===== src/rtl/pipe_hazard_pkg.sv =====
// -----------------------------------------------------------------------------
// pipe_hazard_pkg
// Shared types and constants for the pipelined core's hazard controller.
//   - Forward-select encodings driven onto the EX operand muxes.
//   - Stage indices. Index 0 is ID; slot k tracks the instruction in the
//     pipeline register that feeds stage k.
//   - Per-slot destination metadata struct and the "live producer" test.
// The rd field is sized for the widest supported register file (MAX_REG_AW);
// narrower REG_AW values are zero-extended into it.
// -----------------------------------------------------------------------------
package pipe_hazard_pkg;

  localparam int MAX_REG_AW = 8;

  localparam logic [2:0] FWD_RF    = 3'd0;
  localparam logic [2:0] FWD_EXMEM = 3'd1;
  localparam logic [2:0] FWD_MEMWB = 3'd2;

  localparam int STG_ID  = 0;
  localparam int STG_EX  = 1;
  localparam int STG_MEM = 2;
  localparam int STG_WB  = 3;

  typedef struct packed {
    logic                  valid;
    logic [MAX_REG_AW-1:0] rd;
    logic                  regwrite;
    logic                  memread;
  } hazSlotT;

  // A slot can only feed a consumer if it really writes a non-x0 register
  function automatic logic isLive(input hazSlotT s);
    return s.valid & s.regwrite & (s.rd != '0);
  endfunction

endpackage


===== src/rtl/pipe_hazard_ctrl_haz_slot.sv =====
// -----------------------------------------------------------------------------
// haz_slot
// One metadata slot of the hazard tracker: a register holding valid, rd,
// regwrite and memread of the instruction sitting in one pipeline register.
// Ports:
//   clk, rst  - core clock, synchronous active-high reset (empties the slot)
//   load      - capture slotIn this cycle
//   kill      - turn the captured (or held) entry into a bubble
//   slotIn    - metadata arriving from the previous stage
//   slotOut   - metadata currently held
// -----------------------------------------------------------------------------
module haz_slot
  import pipe_hazard_pkg::*;
(
  input  logic    clk,
  input  logic    rst,
  input  logic    load,
  input  logic    kill,
  input  hazSlotT slotIn,
  output hazSlotT slotOut
);

  // Register the incoming metadata; a kill only clears the valid bit so the
  // rest of the fields simply ride along as don't-care data.
  always_ff @(posedge clk) begin
    if (rst) begin
      slotOut <= '0;
    end else if (load) begin
      slotOut <= '{valid:    slotIn.valid & ~kill,
                   rd:       slotIn.rd,
                   regwrite: slotIn.regwrite,
                   memread:  slotIn.memread};
    end else if (kill) begin
      slotOut.valid <= 1'b0;
    end
  end

endmodule


===== src/rtl/pipe_hazard_ctrl.sv =====
// -----------------------------------------------------------------------------
// pipe_hazard_ctrl
// Hazard controller for the pipelined RISC-V core. Tracks destination
// metadata of every in-flight instruction from EX to the last stage and
// produces load-use stalls, branch-redirect flushes and EX forwarding selects.
// Parameters:
//   NUM_STAGES   (3..8)                tracked stages after IF, 0=ID
//   REG_AW       (<= MAX_REG_AW)       register address width
//   BRANCH_STAGE (1..NUM_STAGES-2)     stage whose input register resolves branches
//   LOAD_AVAIL   (2..NUM_STAGES-1)     first stage whose input register has load data
// Ports:
//   clk, rst                 core clock, synchronous active-high reset
//   id_*_i                   decoded fields of the instruction in ID
//   br_taken_i               branch at BRANCH_STAGE redirects PC this cycle
//   pc_hold_o, ifid_hold_o   freeze PC and IF/ID
//   idex_bubble_o            load NOP control into ID/EX
//   flush_o                  bit i zeroes control of pipeline register i
//   fwd_a_o, fwd_b_o         EX operand select, 0=regfile, k=register feeding stage k+1
//   stall_cnt_o, flush_cnt_o performance counters
// Optional feature macro: HAZ_PERF_CNT_EN enables the saturating counters;
// without it both counter ports are tied to zero.
// -----------------------------------------------------------------------------
module pipe_hazard_ctrl
  import pipe_hazard_pkg::*;
#(
  parameter int NUM_STAGES   = 4,
  parameter int REG_AW       = 5,
  parameter int BRANCH_STAGE = 2,
  parameter int LOAD_AVAIL   = 3
) (
  input  logic                  clk,
  input  logic                  rst,
  input  logic                  id_valid_i,
  input  logic [REG_AW-1:0]     id_rs1_i,
  input  logic [REG_AW-1:0]     id_rs2_i,
  input  logic                  id_use_rs1_i,
  input  logic                  id_use_rs2_i,
  input  logic [REG_AW-1:0]     id_rd_i,
  input  logic                  id_regwrite_i,
  input  logic                  id_memread_i,
  input  logic                  br_taken_i,
  output logic                  pc_hold_o,
  output logic                  ifid_hold_o,
  output logic                  idex_bubble_o,
  output logic [BRANCH_STAGE:0] flush_o,
  output logic [2:0]            fwd_a_o,
  output logic [2:0]            fwd_b_o,
  output logic [31:0]           stall_cnt_o,
  output logic [31:0]           flush_cnt_o
);

  hazSlotT                 slots   [1:NUM_STAGES-1];
  hazSlotT                 slotD   [1:NUM_STAGES-1];
  logic [NUM_STAGES-1:1]   killVec;
  logic [MAX_REG_AW-1:0]   idRs1Ext, idRs2Ext, idRdExt;
  logic [MAX_REG_AW-1:0]   exRs1, exRs2;
  logic                    exUse1, exUse2;
  logic                    loadUse;
  logic                    stall;
  logic [2:0]              fwdA, fwdB;

  // Widen ID register fields into the package-wide rd width and build the
  // slot chain inputs. Slot 1 takes ID; later slots shift from their
  // neighbour. A stall or a redirect turns the ID entry into a bubble, and a
  // redirect also kills everything younger than the resolving branch.
  always_comb begin
    idRs1Ext = '0;
    idRs2Ext = '0;
    idRdExt  = '0;
    idRs1Ext[REG_AW-1:0] = id_rs1_i;
    idRs2Ext[REG_AW-1:0] = id_rs2_i;
    idRdExt[REG_AW-1:0]  = id_rd_i;

    killVec = '0;
    slotD[STG_EX] = '{valid: id_valid_i, rd: idRdExt,
                      regwrite: id_regwrite_i, memread: id_memread_i};
    killVec[STG_EX] = stall | br_taken_i;
    for (int k = STG_EX + 1; k < NUM_STAGES; k++) begin
      slotD[k] = slots[k-1];
      if (k <= BRANCH_STAGE) killVec[k] = br_taken_i;
    end
  end

  for (genvar k = 1; k < NUM_STAGES; k++) begin : gSlot
    haz_slot slotReg (
      .clk    (clk),
      .rst    (rst),
      .load   (1'b1),
      .kill   (killVec[k]),
      .slotIn (slotD[k]),
      .slotOut(slots[k])
    );
  end

  // Slot 1 also remembers which sources the EX instruction reads, since the
  // forwarding selects are computed for the instruction now in EX.
  always_ff @(posedge clk) begin
    if (rst) begin
      exRs1  <= '0;
      exRs2  <= '0;
      exUse1 <= 1'b0;
      exUse2 <= 1'b0;
    end else begin
      exRs1  <= idRs1Ext;
      exRs2  <= idRs2Ext;
      exUse1 <= id_use_rs1_i;
      exUse2 <= id_use_rs2_i;
    end
  end

  // Load-use detection: a load whose data cannot yet reach EX by the time the
  // ID instruction gets there (k+1 < LOAD_AVAIL) must hold ID. A redirect
  // wins because the ID instruction is being thrown away anyway.
  always_comb begin
    loadUse = 1'b0;
    for (int k = 1; k < NUM_STAGES; k++) begin
      if (isLive(slots[k]) && slots[k].memread && ((k + 1) < LOAD_AVAIL) &&
          ((id_use_rs1_i && (slots[k].rd == idRs1Ext)) ||
           (id_use_rs2_i && (slots[k].rd == idRs2Ext))))
        loadUse = 1'b1;
    end
    stall = id_valid_i & loadUse & ~br_taken_i;
  end

  // Forwarding scan runs oldest to youngest so the youngest live match
  // overwrites older ones. Loads are skipped until their data is present.
  always_comb begin
    fwdA = FWD_RF;
    fwdB = FWD_RF;
    for (int k = NUM_STAGES - 1; k >= STG_MEM; k--) begin
      if (isLive(slots[k]) && !(slots[k].memread && (k < LOAD_AVAIL))) begin
        if (exUse1 && (exRs1 != '0) && (slots[k].rd == exRs1))
          fwdA = FWD_EXMEM + 3'(k - STG_MEM);
        if (exUse2 && (exRs2 != '0) && (slots[k].rd == exRs2))
          fwdB = FWD_EXMEM + 3'(k - STG_MEM);
      end
    end
  end

  assign pc_hold_o     = stall;
  assign ifid_hold_o   = stall;
  assign idex_bubble_o = stall;
  assign flush_o       = {(BRANCH_STAGE + 1){br_taken_i}};
  assign fwd_a_o       = fwdA;
  assign fwd_b_o       = fwdB;

`ifdef HAZ_PERF_CNT_EN
  logic [31:0] stallCnt, flushCnt;

  // Saturating event counters: stall cycles and redirect cycles.
  always_ff @(posedge clk) begin
    if (rst) begin
      stallCnt <= '0;
      flushCnt <= '0;
    end else begin
      if (stall && (stallCnt != '1))      stallCnt <= stallCnt + 32'd1;
      if (br_taken_i && (flushCnt != '1)) flushCnt <= flushCnt + 32'd1;
    end
  end

  assign stall_cnt_o = stallCnt;
  assign flush_cnt_o = flushCnt;
`else
  assign stall_cnt_o = '0;
  assign flush_cnt_o = '0;
`endif

endmodule


===== config.mk =====
export PLATFORM = sky130hd
export DESIGN_NAME = pipe_hazard_ctrl
export DESIGN_NICKNAME = d
export VERILOG_FILES = /design/src/rtl/pipe_hazard_pkg.sv /design/src/rtl/pipe_hazard_ctrl_haz_slot.sv /design/src/rtl/pipe_hazard_ctrl.sv
export SDC_FILE = /design/constraint.sdc
export NUM_CORES = 1
export LEC_CHECK = 0
export ABC_AREA = 1
export CAP_MARGIN = 40
export CORE_MARGIN = 2
export CORE_UTILIZATION = 37
export CTS_CLUSTER_SIZE = 40
export DETAILED_ROUTE_END_ITERATION = 7
export HOLD_SLACK_MARGIN = 0.15
export PLACE_DENSITY = 0.86
export SLEW_MARGIN = 25
export SYNTH_ARGS = -nofsm -noshare
export SYNTH_HDL_FRONTEND = slang
export SYNTH_SLANG_ARGS = --single-unit

===== constraint.sdc =====
create_clock -name clk -period 1.2 [get_ports clk]
set_input_delay 0.24 -clock clk [delete_from_list [all_inputs] [get_ports clk]]
set_output_delay 0.24 -clock clk [all_outputs]
set_load 0.02 [all_outputs]

==> flow_metrics.tcl <==
set metrics [dict create \
    status "finished, violations left" \
    violations "negative setup slack" \
    vias 1723 \
    worstPathArrival_ps 1440 \
    cp.required_ps 960 \
    met2_length_um 2040 \
    combPwrFrac_pct 19.3 \
    clk_latency_ps 290 \
    post-place-cells 429 \
    antenna_found_initial 0 \
    initial_core_util_pct 38.3 \
    setup_viol 7 \
    io_buffers 32 \
    ys_types 19 \
    synth-seq-cells 35 \
    core.rowCount 27 \
    switchingPower_w 0.000841 \
    dpl.hpwl_um 3180 \
    drive_gt1_share_pct 26.4 \
    cp_common_cell "nand2_2" \
    grt_setup_unrepaired "yes" \
    holdPathStages 3 \
    grt.overflow.total 0 \
    final_cells 439 \
    grt_pass1_wl_um 6490 \
    worstPathMaxFanout 3 \
    drc 0 \
    hold_path_class "input pin to flip-flop" \
    synth-seq-area-share_pct 33.2 \
    worst_setup_path_start_kind "input pin" \
    maxCapViolations 0 \
    cts_sinks 35 \
    finClkSkew_ps 2.61 \
    drtAntennaViolNets 0 \
    yosysWarningCount 0 \
    r2r_start "gSlot[1].slotReg.slotOut[4]$_SDFF_PP0_" \
    p_leak_nw 1.39 \
    crit_path_top_delay_cell "clkdlybuf4s50_1" \
    drt_iter0_markers 50 \
    top_layer "met4" \
    grt_pass1_vias 1635 \
    netlist_instances 313 \
    max-vdd-ir-drop_v 0.000926 \
    numCtsBuffers 5 \
    end_kind "output port" \
    io_pins 99 \
    final_max_slew_viol_count 0 \
    hp-start "id_rs2_i[3]" \
    cts.path.max_buffers 2 \
    min_to "exRs2[3]$_SDFF_PP0_" \
    switching_share_pct 28.8 \
    die_x_um 79.5 \
    synth_area_per_cell_sq_um 6.74 \
    drt-wirelength-per-cell_um 9.04 \
    layout_min_cycle_time_ps 1680 \
    synth-edff-count 0 \
    nets 389 \
    period_share_pct 140 \
    powerDensity_mw_per_mm2 1120 \
    routed_via_density 3.92 \
    tritoncts "yes" \
    slowest_delay_ps 510 \
    dieArea_sq_mm 0.00633 \
    synthFlopType "dfxtp_1" \
    core_sq_mm 0.00551 \
    met3_length_um 267 \
    layout_setup_ws_ps -484 \
    ff2ff_setup_slack_ps 190 \
    r2r_cells 6 \
    clkPwrFrac_pct 37.5 \
    fin_hold_ws_ps 324 \
    clk_pin_slew_ps 70 \
    routed_wl_um 3970 \
    place.gp.congestion 0.862 \
    cts-hold-fix-buffers 0 \
    async_flop_share_pct 0 \
    syn_to_final_growth_pct 24.2 \
    cts_root_buf "clkbuf_8" \
    worstSetupPathType "input pin to output port" \
    r2r_end "gSlot[1].slotReg.slotOut[10]$_SDFF_PP0_" \
    global_route.usage.total_pct 13.3 \
    htree_num_levels 2 \
    syn-cell-area_sq_mm 0.00211 \
    p_int_w 0.00208 \
    grt_start_max_net_pins 35 \
    drt_first_pass_iters 4 \
    n_antenna_cell 0 \
    fmax_mhz 594 \
    power.share.sequential_pct 43.3 \
    crit_path_cell_trace "clkdlybuf4s50_1 -> nor2_1 -> nor2_2 -> nand3_1 -> nand2_2 -> nand2_2 -> nor2_4 -> buf_6" \
    die_y_um 79.5 \
    m1WireLength_um 1490 \
    hold_violations 0 \
]
-- per-stage QoR --
stage	cell area, sq um	TNS (ps)	util [%]	total power [W]	setup slack (ps)
floorplan	2400	-285	-	0.00181	-142
global placement	2430	-6950	44.2	0.00182	-1010
detailed placement	2430	-7300	44.2	0.00184	-1040
CTS	2600	-3130	47.2	0.00294	-493
global route	2620	-3590	47.6	0.00307	-556
finish	2620	-3070	47.6	0.00292	-484
-- how the worst max path moves through the flow --
stage | end | from | slack [ps] | depth (start not counted)
6_report | ifid_hold_o | id_rs1_i[1] | -480 | 8
5_1_grt | ifid_hold_o | gSlot[1].slotReg.slotOut[6]$_SDFF_PP0_ | -560 | 9
4_1_cts | ifid_hold_o | gSlot[1].slotReg.slotOut[4]$_SDFF_PP0_ | -490 | 9
3_5_place_dp | ifid_hold_o | id_rs1_i[0] | -1040 | 10
3_3_place_gp | pc_hold_o | id_rs1_i[0] | -1010 | 10
2_1_floorplan | ifid_hold_o | gSlot[1].slotReg.slotOut[5]$_SDFF_PP0_ | -140 | 9
-- per-layer routing --
| layer | track usage [%] | vias to the layer above |
|---|---|---|
| li1 | - | 892 |
| met1 | 13.5 | 737 |
| met2 | 23.0 | 78 |
| met3 | 3.85 | 16 |
| met4 | 9.48 | 0 |
| met5 | 0 | - |
-- what timing repair did --
| item | 4_1_cts | 5_1_grt |
|---|---|---|
| endpoints found under the setup margin | 10 | 7 |
| pin swaps | 13 | 14 |
| buffers inserted | 1 | 1 |
| resized for setup | 83 | 13 |
-- cells in the mapped netlist (2+ instances only) --
cell	n	area share [%]
buf_2	3	0.71
buf_4	71	25
dfxtp_1	35	33
inv_1	46	8.2
inv_2	6	1.1
nand2_1	57	10
nand3_1	7	1.7
nand4_1	6	1.8
nor2_1	56	10
nor2_2	3	0.89
nor3_1	3	0.71
o21ai_0	4	0.95
o21ai_1	2	0.47
xnor2_1	4	1.7
xor2_1	6	2.5
-- layout by cell type, fill, tap and decap left out --
cell type | synthesis | layout
a21oi_1 | 1 | 1
buf_12 | 0 | 1
buf_4 | 71 | 23
buf_6 | 0 | 7
bufinv_16 | 0 | 1
clkbuf_8 | 0 | 6
clkdlybuf4s15_2 | 0 | 1
clkdlybuf4s50_1 | 0 | 12
clkinv_2 | 0 | 1
conb_1 | 1 | 66
dfxtp_1 | 35 | 10
dfxtp_2 | 0 | 24
dfxtp_4 | 0 | 1
dlygate4sd2_1 | 0 | 12
inv_1 | 46 | 39
inv_2 | 6 | 13
nand2_1 | 57 | 52
nand2_2 | 0 | 5
nand3_1 | 7 | 5
nand3_2 | 0 | 2
nand4_1 | 6 | 6
nor2_1 | 56 | 49
nor2_2 | 3 | 5
nor2_4 | 0 | 5
nor3_1 | 3 | 2
nor3_2 | 0 | 1
o21ai_0 | 4 | 2
o21ai_1 | 2 | 4
or2_2 | 1 | 1
xnor2_1 | 4 | 4
xor2_1 | 6 | 6
-- flip-flops by register name, summed over array words and instances (netlist names) --
| name | count |
|---|---|
| exRs1 | 5 |
| exRs2 | 5 |
| exUse1 | 1 |
| exUse2 | 1 |
| gSlot.slotReg.slotOut | 23 |
-- power by group through the flow --
stage	logic, W	clock network (W)	registers, W
after floorplan	0.000542	0	0.00127
after global placement	0.000538	0	0.00128
after detailed placement	0.000552	0	0.00129
after CTS	0.000550	0.00113	0.00126
after global routing	0.000627	0.00117	0.00127
final	0.000563	0.00110	0.00126
-- logic make-up after synthesis --
logic type,after synthesis,synth area share (%)
other cells,1,0.178
simple gates,133,25.4
compound gates,7,1.66
buf+inv,127,35.4
flops,35,33.2
xor+xnor,10,4.15
-- cell type report --
type / instances / area, sq um
tap: 72 / 90.1
clock inverter: 2 / 35.0
inverter: 52 / 195
clock buffer: 6 / 82.6
sequential: 35 / 734
timing repair buffer: 56 / 508
fill: 544 / 2880
multi-input combinational: 216 / 977
-- critical path: cells and delay by family --
kind          cells  cell delay [ps]
buf+inv           2              640
simple gates      6              560
Power figures use the tool's default switching activity.
